<file path="config.mk">
export PLATFORM = sky130hd
export DESIGN_NAME = uart_receive
export DESIGN_NICKNAME = d
export VERILOG_FILES = /design/src/rtl/uart_pkg.sv /design/src/rtl/uart_rx_sync.sv /design/src/rtl/uart_receive.sv
export SDC_FILE = /design/constraint.sdc
export NUM_CORES = 1
export LEC_CHECK = 0
export CAP_MARGIN = 15
export CORE_MARGIN = 8
export CORE_UTILIZATION = 51
export CTS_CLUSTER_SIZE = 12
export DETAILED_ROUTE_END_ITERATION = 8
export MAX_ROUTING_LAYER = met4
export PLACE_DENSITY = 0.73
export SYNTH_ARGS = -nofsm -noshare
export SYNTH_HDL_FRONTEND = slang
export SYNTH_SLANG_ARGS = --single-unit
</file>
<file path="constraint.sdc">
create_clock -name clk -period 1.6 [get_ports clk]
set_input_delay 0.48 -clock clk [delete_from_list [all_inputs] [get_ports clk]]
set_output_delay 0.48 -clock clk [all_outputs]
set_load 0.005 [all_outputs]
</file>
<file path="src/rtl/uart_pkg.sv">
// UART shared definitions: receiver state encoding, default frame
// geometry and line-level bit values, shared with the transmitter.
package uart_pkg;

  localparam int D_WIDTH_DEF      = 11;
  localparam int CLKS_PER_BIT_DEF = 1;

  localparam logic START_BIT = 1'b0;
  localparam logic STOP_BIT  = 1'b1;

  typedef enum logic [2:0] {
    IDLE,
    START,
    DATA,
    STOP,
    WAIT_IDLE
  } rx_state_e;

endpackage

</file>
<file path="src/rtl/uart_rx_sync.sv">
// Reset-to-1 (idle line) synchroniser for the serial input.
// Ports: clk, rst (sync, active high), rx_i (async line), rx_s_o.
module uart_rx_sync #(
  parameter int SYNC_STAGES = 2
) (
  input  logic clk,
  input  logic rst,
  input  logic rx_i,
  output logic rx_s_o
);

  logic [SYNC_STAGES-1:0] sync_q;

  generate
    if (SYNC_STAGES == 1) begin : g_one
      always_ff @(posedge clk) begin
        if (rst) sync_q <= '1;
        else     sync_q <= rx_i;
      end
    end else begin : g_multi
      always_ff @(posedge clk) begin
        if (rst) sync_q <= '1;
        else     sync_q <= {sync_q[SYNC_STAGES-2:0], rx_i};
      end
    end
  endgenerate

  assign rx_s_o = sync_q[SYNC_STAGES-1];

endmodule

</file>
<file path="src/rtl/uart_receive.sv">
// UART receiver: mid-bit sampling of start/data(LSB first)/stop frames,
// stop-bit check and a valid/ready holding register for the word.
// Ports: clk, rst (sync, active high), rx, rx_ready in;
//        rx_data, rx_valid, rx_busy, frame_err, overrun out.
module uart_receive
  import uart_pkg::*;
#(
  parameter int D_WIDTH      = D_WIDTH_DEF,
  parameter int CLKS_PER_BIT = CLKS_PER_BIT_DEF,
  parameter int SYNC_STAGES  = 2
) (
  input  logic               clk,
  input  logic               rst,
  input  logic               rx,
  input  logic               rx_ready,
  output logic [D_WIDTH-1:0] rx_data,
  output logic               rx_valid,
  output logic               rx_busy,
  output logic               frame_err,
  output logic               overrun
);

  localparam int CW   = $clog2(CLKS_PER_BIT + 1);
  localparam int IW   = $clog2(D_WIDTH + 1);
  localparam int HALF = CLKS_PER_BIT / 2;

  localparam logic [CW-1:0] CNT_FULL = CW'(CLKS_PER_BIT - 1);
  localparam logic [CW-1:0] CNT_HALF = CW'(HALF - 1);
  localparam logic [IW-1:0] IDX_LAST = IW'(D_WIDTH - 1);

  logic rx_s;

  rx_state_e          state_q;
  logic [CW-1:0]      cnt_q;
  logic [IW-1:0]      idx_q;
  logic [D_WIDTH-1:0] shift_q;
  logic [D_WIDTH-1:0] data_q;
  logic               valid_q;
  logic               busy_q;
  logic               ferr_q;
  logic               ovr_q;

  uart_rx_sync #(
    .SYNC_STAGES(SYNC_STAGES)
  ) u_sync (
    .clk   (clk),
    .rst   (rst),
    .rx_i  (rx),
    .rx_s_o(rx_s)
  );

  always_ff @(posedge clk) begin
    if (rst) begin
      state_q <= IDLE;
      cnt_q   <= '0;
      idx_q   <= '0;
      shift_q <= '0;
      data_q  <= '0;
      valid_q <= 1'b0;
      busy_q  <= 1'b0;
      ferr_q  <= 1'b0;
      ovr_q   <= 1'b0;
    end else begin
      ferr_q <= 1'b0;
      ovr_q  <= 1'b0;
      if (valid_q && rx_ready) valid_q <= 1'b0;
      unique case (state_q)
        IDLE: begin
          if (rx_s == START_BIT) begin
            busy_q <= 1'b1;
            // With one clock per bit there is no half-bit to wait:
            // the start edge itself is the start-bit sample.
            if (HALF == 0) begin
              state_q <= DATA;
              cnt_q   <= CNT_FULL;
              idx_q   <= '0;
            end else begin
              state_q <= START;
              cnt_q   <= CNT_HALF;
            end
          end
        end
        START: begin
          if (cnt_q != '0) begin
            cnt_q <= cnt_q - CW'(1);
          end else if (rx_s == START_BIT) begin
            state_q <= DATA;
            cnt_q   <= CNT_FULL;
            idx_q   <= '0;
          end else begin
            state_q <= IDLE;
            busy_q  <= 1'b0;
          end
        end
        DATA: begin
          if (cnt_q != '0) begin
            cnt_q <= cnt_q - CW'(1);
          end else begin
            shift_q <= {rx_s, shift_q[D_WIDTH-1:1]};
            cnt_q   <= CNT_FULL;
            idx_q   <= idx_q + IW'(1);
            if (idx_q == IDX_LAST) state_q <= STOP;
          end
        end
        STOP: begin
          if (cnt_q != '0) begin
            cnt_q <= cnt_q - CW'(1);
          end else begin
            busy_q <= 1'b0;
            if (rx_s == STOP_BIT) begin
              state_q <= IDLE;
              // A same-cycle accept frees the holding register.
              if (!valid_q || rx_ready) begin
                data_q  <= shift_q;
                valid_q <= 1'b1;
              end else begin
                ovr_q <= 1'b1;
              end
            end else begin
              ferr_q  <= 1'b1;
              state_q <= WAIT_IDLE;
            end
          end
        end
        WAIT_IDLE: begin
          if (rx_s == STOP_BIT) state_q <= IDLE;
        end
        default: begin
          state_q <= IDLE;
          busy_q  <= 1'b0;
        end
      endcase
    end
  end

  assign rx_data   = data_q;
  assign rx_valid  = valid_q;
  assign rx_busy   = busy_q;
  assign frame_err = ferr_q;
  assign overrun   = ovr_q;

endmodule

</file>
# Yosys cells after proc, flatten, opt, wreduce, memory -nomap -nowiden
# Index checks and enable logic that the tools add are counted.
[totals]
out_inout_bits = 15
regBits = 36
in_bits = 4
word_cells = 72
[classes]
eq_ne = 12
mux = 28
n_addsub = 2
n_bitwise = 4
reduce_logical = 16
[op_table]
columns = ["cell", "count"]
rows = [
  ["two-way mux 3 bit", 7],
  ["one-hot mux 3 bit (5 select lines)", 1],
  ["two-way mux 1 bit", 13],
  ["two-way mux 4 bit", 3],
  ["one-hot mux 4 bit (3 select lines)", 1],
  ["!= test 2 bit (second input constant)", 5],
  ["equality test 3 x 2 -> 1 bit (second input constant)", 2],
  ["AND reduction 6 bit", 1],
  ["OR reduction 3 bit", 2],
  ["AND reduction 5 bit", 1],
  ["adder 4 x 1 -> 4 bit (second input constant)", 1],
  ["equality test 4 bit (second input constant)", 1],
  ["!= test 2 x 1 -> 1 bit (second input constant)", 2],
  ["inverter 1 bit", 4],
  ["one-hot mux 1 bit (4 select lines)", 1],
  ["AND reduction 2 bit", 2],
  ["AND reduction 4 bit", 1],
  ["OR reduction 4 bit", 1],
  ["equality test 3 x 1 -> 1 bit (second input constant)", 1],
  ["equality test 3 bit (second input constant)", 1],
  ["logical NOT 3 bit", 1],
  ["AND reduction 3 bit", 1],
  ["nonzero test 3 bit", 1],
  ["two-way mux 2 bit", 1],
  ["other kinds (7)", 7],
]

# Depth between registers and ports, before layout
[depth]
depth_word = 6
depth_mapped = 5
depth_no_buf = 5

# Modules after synthesis
# Synthesis repeated with hierarchy kept, for this count alone.
[unflattened]
hier_cells = 138
area_unflattened_um2 = 1441.4
[modules_own_cells]
columns = ["mod", "instances", "seq_area_each_um2", "cells_per_inst", "area_per_inst_um2"]
rows = [
  ["uart_receive", 1, 660.6, 134, 1388.8],
  ["uart_rx_sync", 1, 40.0, 4, 52.6],
]

# Worst setup path before layout
# OpenSTA, ideal clock, no wires.
[synth_path]
kind = "reg2reg"
startpoint = "register state_q[1]"
endpoint = "register shift_q[0]"
path_stages_with_launch = 6
setup_time_ps = 132
required_ps = 1468
path_buffers = 2
synth_period_minus_slack_ps = 1258
arrival_time_ps = 1126
slack_ps = 342
cell_sequence = "dfxtp_1 -> or3b_1 -> buf_2 -> buf_2 -> nand2_1 -> a21oi_1"
[synth_via]
elab_chain_len = 2
[synth_rtl]
columns = ["item", "line", "text"]
rows = [
  ["start, declared", "uart_receive.sv:33", "rx_state_e state_q;"],
  ["start signal, assigned", "uart_receive.sv:54", "state_q <= IDLE;"],
  ["start signal, assigned", "uart_receive.sv:74", "state_q <= DATA;"],
  ["start signal, assigned", "uart_receive.sv:78", "state_q <= START;"],
  ["equality test 3 x 2 -> 1 bit", "uart_receive.sv:67", "unique case (state_q)"],
  ["AND reduction 2 bit (no line)", "--", ""],
  ["end signal, assigned", "uart_receive.sv:99", "shift_q <= {rx_s, shift_q[D_WIDTH-1:1]};"],
  ["end, declared", "uart_receive.sv:36", "logic [D_WIDTH-1:0] shift_q;"],
]
# No other way between the ends.
# A chain may end at the register's enable or synchronous reset.

# Final worst setup path
[layout_path]
startpoint = "register data_q[6], in the netlist rx_data[6]"
endpoint = "output rx_data[6]"
[layout_rtl]
columns = ["item", "line", "text"]
rows = [
  ["start, declared", "uart_receive.sv:37", "logic [D_WIDTH-1:0] data_q;"],
  ["start signal, assigned", "uart_receive.sv:114", "data_q <= shift_q;"],
  ["end, declared", "uart_receive.sv:16", "output logic [D_WIDTH-1:0] rx_data,"],
]
# No word-level cell between the ends.

==> results by group <==
Clocking
  • Clock sink count: 35
  • Num CTS Buffers: 5
  • TritonCTS clock tree: done
  • Worst-path clk slew: 0.12 ns
  • Clock H-tree levels: 2
  • Root buf cell: clkbuf_4
  • Insertion delay to the later sink of the worst-skew pair: 0.35 ns
  • Clk buf depth: 2

Logic synthesis
  • Synthesized cell area: 1280 sq um
  • Synth top cells by count: 45 x nand2_1, 35 x dfxtp_1, 26 x a21oi_1
  • Main synth FF type: dfxtp_1
  • Syn Inst Count: 151
  • Yosys reg bits: 35
  • Mapped Avg Cell Area: 8.47 sq um
  • Most instantiated library cell after synthesis: nand2_1
  • Yosys top cell by area: dfxtp_1
  • Distinct cells, synth: 25
  • Asr flop ratio synth: 0
  • YS warnings: 0
  • Top cells by area, synth: dfxtp_1 55%, nand2_1 13%, a21oi_1 10%
  • Post-synth top area share: 0.548
  • Post-synth EDFFs: 0
  • Sequential share of the synthesized area: 0.548
  • Post-Syn Nets: 157

Cells and area
  • Fin nets: 180
  • Area of the multi-input gates: 531 sq um
  • Design Area, Final: 1600 sq um
  • Register Area: 716 sq um
  • # fillers: 231
  • Antenna Cells: 0
  • Share of layout cells above drive strength 1: 0.183
  • Final non-filler cell total: 205
  • Synthesis-to-finish area growth: 25.0%
  • Final Util: 0.657

Timing
  • RSZ-0062 raised after global routing: no
  • Fmax: 693 MHz
  • Final critical-path share of the clock period: 0.902
  • Final setup violation count: 0
  • Worst slew pin tran: 0.260 ns
  • Fin. Hold Viols: 0
  • Final worst slack: 0.157 ns
  • Clk_skew: 0.0229 ns
  • Tmin final: 1.44 ns
  • Slew headroom: 0.825
  • Max-slew violations: 0

Outcome
  • Status: completed

GRT
  • Initial antenna violation count: 0
  • Gr ovfl total: 0
  • GR Util All Layers: 0.130
  • First-pass GRT wire length: 4200 um
  • Largest net degree at the start of global routing: 28
  • Number of global-route vias before repair: 968

Power
  • Static leakage: 0.627 nW
  • Power Density: 999 nW/um^2
  • Worst ir drop on vdd: 1.04 mV

Routing
  • DRC: 0
  • Antenna-violating nets left: 0
  • Via density: 5.20
  • Post-Route WL: 2540 um
  • Violation count after the first detailed-routing iteration: 43
  • Via count: 1067
  • Wire length per cell: 12.4 um
  • First drt pass iteration count: 4

Placement
  • IO Port Bufs: 18
  • Dpl cells: 197
  • DP HPWL: 1750 um
  • Post-placement setup slack: -0.0747 ns
  • Final RePlAce weighted congestion: 0.787
  • DP Area: 1520 sq um

Floorplanning
  • Std cell rows: 18
  • Die height: 66.1 um
  • Initial Utilization: 0.526
  • Top-Level Pins: 19
  • Horiz. Die Dim: 66.1 um
  • DIE AREA: 4370 sq um
  • Core Region: 2430 sq um

Critical path
  • Slowest CP cell: dfxtp_2
  • Critical path data required time: 1.12 ns
  • Critical Path Max Stage Delay: 0.35 ns
  • CP startpoint kind: flip-flop
  • Crit path max fanout: 2
  • Worst Setup End Kind: output port
  • Critical-path cell list: dlygate4sd2_1
  • Delay-heaviest family, CP: flip-flops
  • Arr. time, crit path: 0.96 ns
  • Crit Path Category: flip-flop to output port
  • R2r setup slk: 0.24 ns
  • Crit path buf inv count: 1

Flow run
  • Max Cap Viol: 0

Min path
  • Worst hold path class: flip-flop to flip-flop
## metal layers
| metal | wire (um) | global-route usage |
|---|---|---|
| met1 | 1190 | 0.135 |
| met5 | 0 | - |
| met2 | 1160 | 0.203 |
| met4 | 67 | 0.0880 |
| met3 | 119 | 0.0441 |
## where the power goes
group / internal (mW) / switching [mW] / total, mW
combinational: 0.0315 / 0.0402 / 0.0717
clock: 0.329 / 0.308 / 0.637
sequential: 0.881 / 0.00844 / 0.890
## layout by cell type, fill, tap and decap left out, drive strengths merged, types with 2 or more instances in the layout
master / netlist / routed
dlygate4sd2: 0 / 15
nand2: 45 / 45
buf: 5 / 7
or3b: 2 / 2
nor2: 10 / 10
or2: 3 / 3
inv: 2 / 2
nor3: 4 / 4
dfxtp: 35 / 35
clkbuf: 4 / 5
a211oi: 2 / 2
clkdlybuf4s50: 0 / 3
clkinv: 0 / 2
ha: 2 / 2
nand2b: 2 / 2
a21oi: 26 / 26
## registers in the layout, indices dropped and copies added (netlist names)
name and count:
shift_q 11, state_q 3, rx_busy 1, frame_err 1, rx_valid 1, rx_data 11, idx_q 4, overrun 1
u_sync.sync_q 2
## final timing paths
check        cells after the start          endpoint             start
max reg2reg                      4       shift_q[10]        state_q[1]
min reg2reg                      1  u_sync.sync_q[1]  u_sync.sync_q[0]
min                              1  u_sync.sync_q[1]  u_sync.sync_q[0]
max                              1        rx_data[6]        rx_data[6]
## cell families after synthesis
logic type	share of synthesized area
XOR/XNOR	0.00685
buffers and inverters	0.0372
adder cells (fa/ha/maj)	0.0274
AND/OR/NAND/NOR	0.255
AO/OA/AOI/OAI	0.125
flip-flops	0.548
## cell type report
type	count	area share
clock buffers	5	0.0235
clock inverters	3	0.0274
inverters	2	0.00469
multi-input cells	105	0.332
flip-flops and latches	35	0.448
well taps	30	0.0235
repair buffers	25	0.142
## what timing repair did
item,4_1_cts,5_1_grt
setup endpoints to repair,15,0
setup buffers,0,0
resized for setup,27,0
hold buffers,0,0
## stage by stage
step	TNS [ns]	hold slack, ns	power (mW)
2_1_floorplan	0	0.389	0.955
3_3_place_gp	-0.159	0.394	0.981
3_5_place_dp	-0.476	0.401	0.984
4_1_cts	0	0.425	1.61
5_1_grt	0	0.440	1.65
6_report	0	0.425	1.60
No activity file was read; power rests on OpenSTA's default activity.
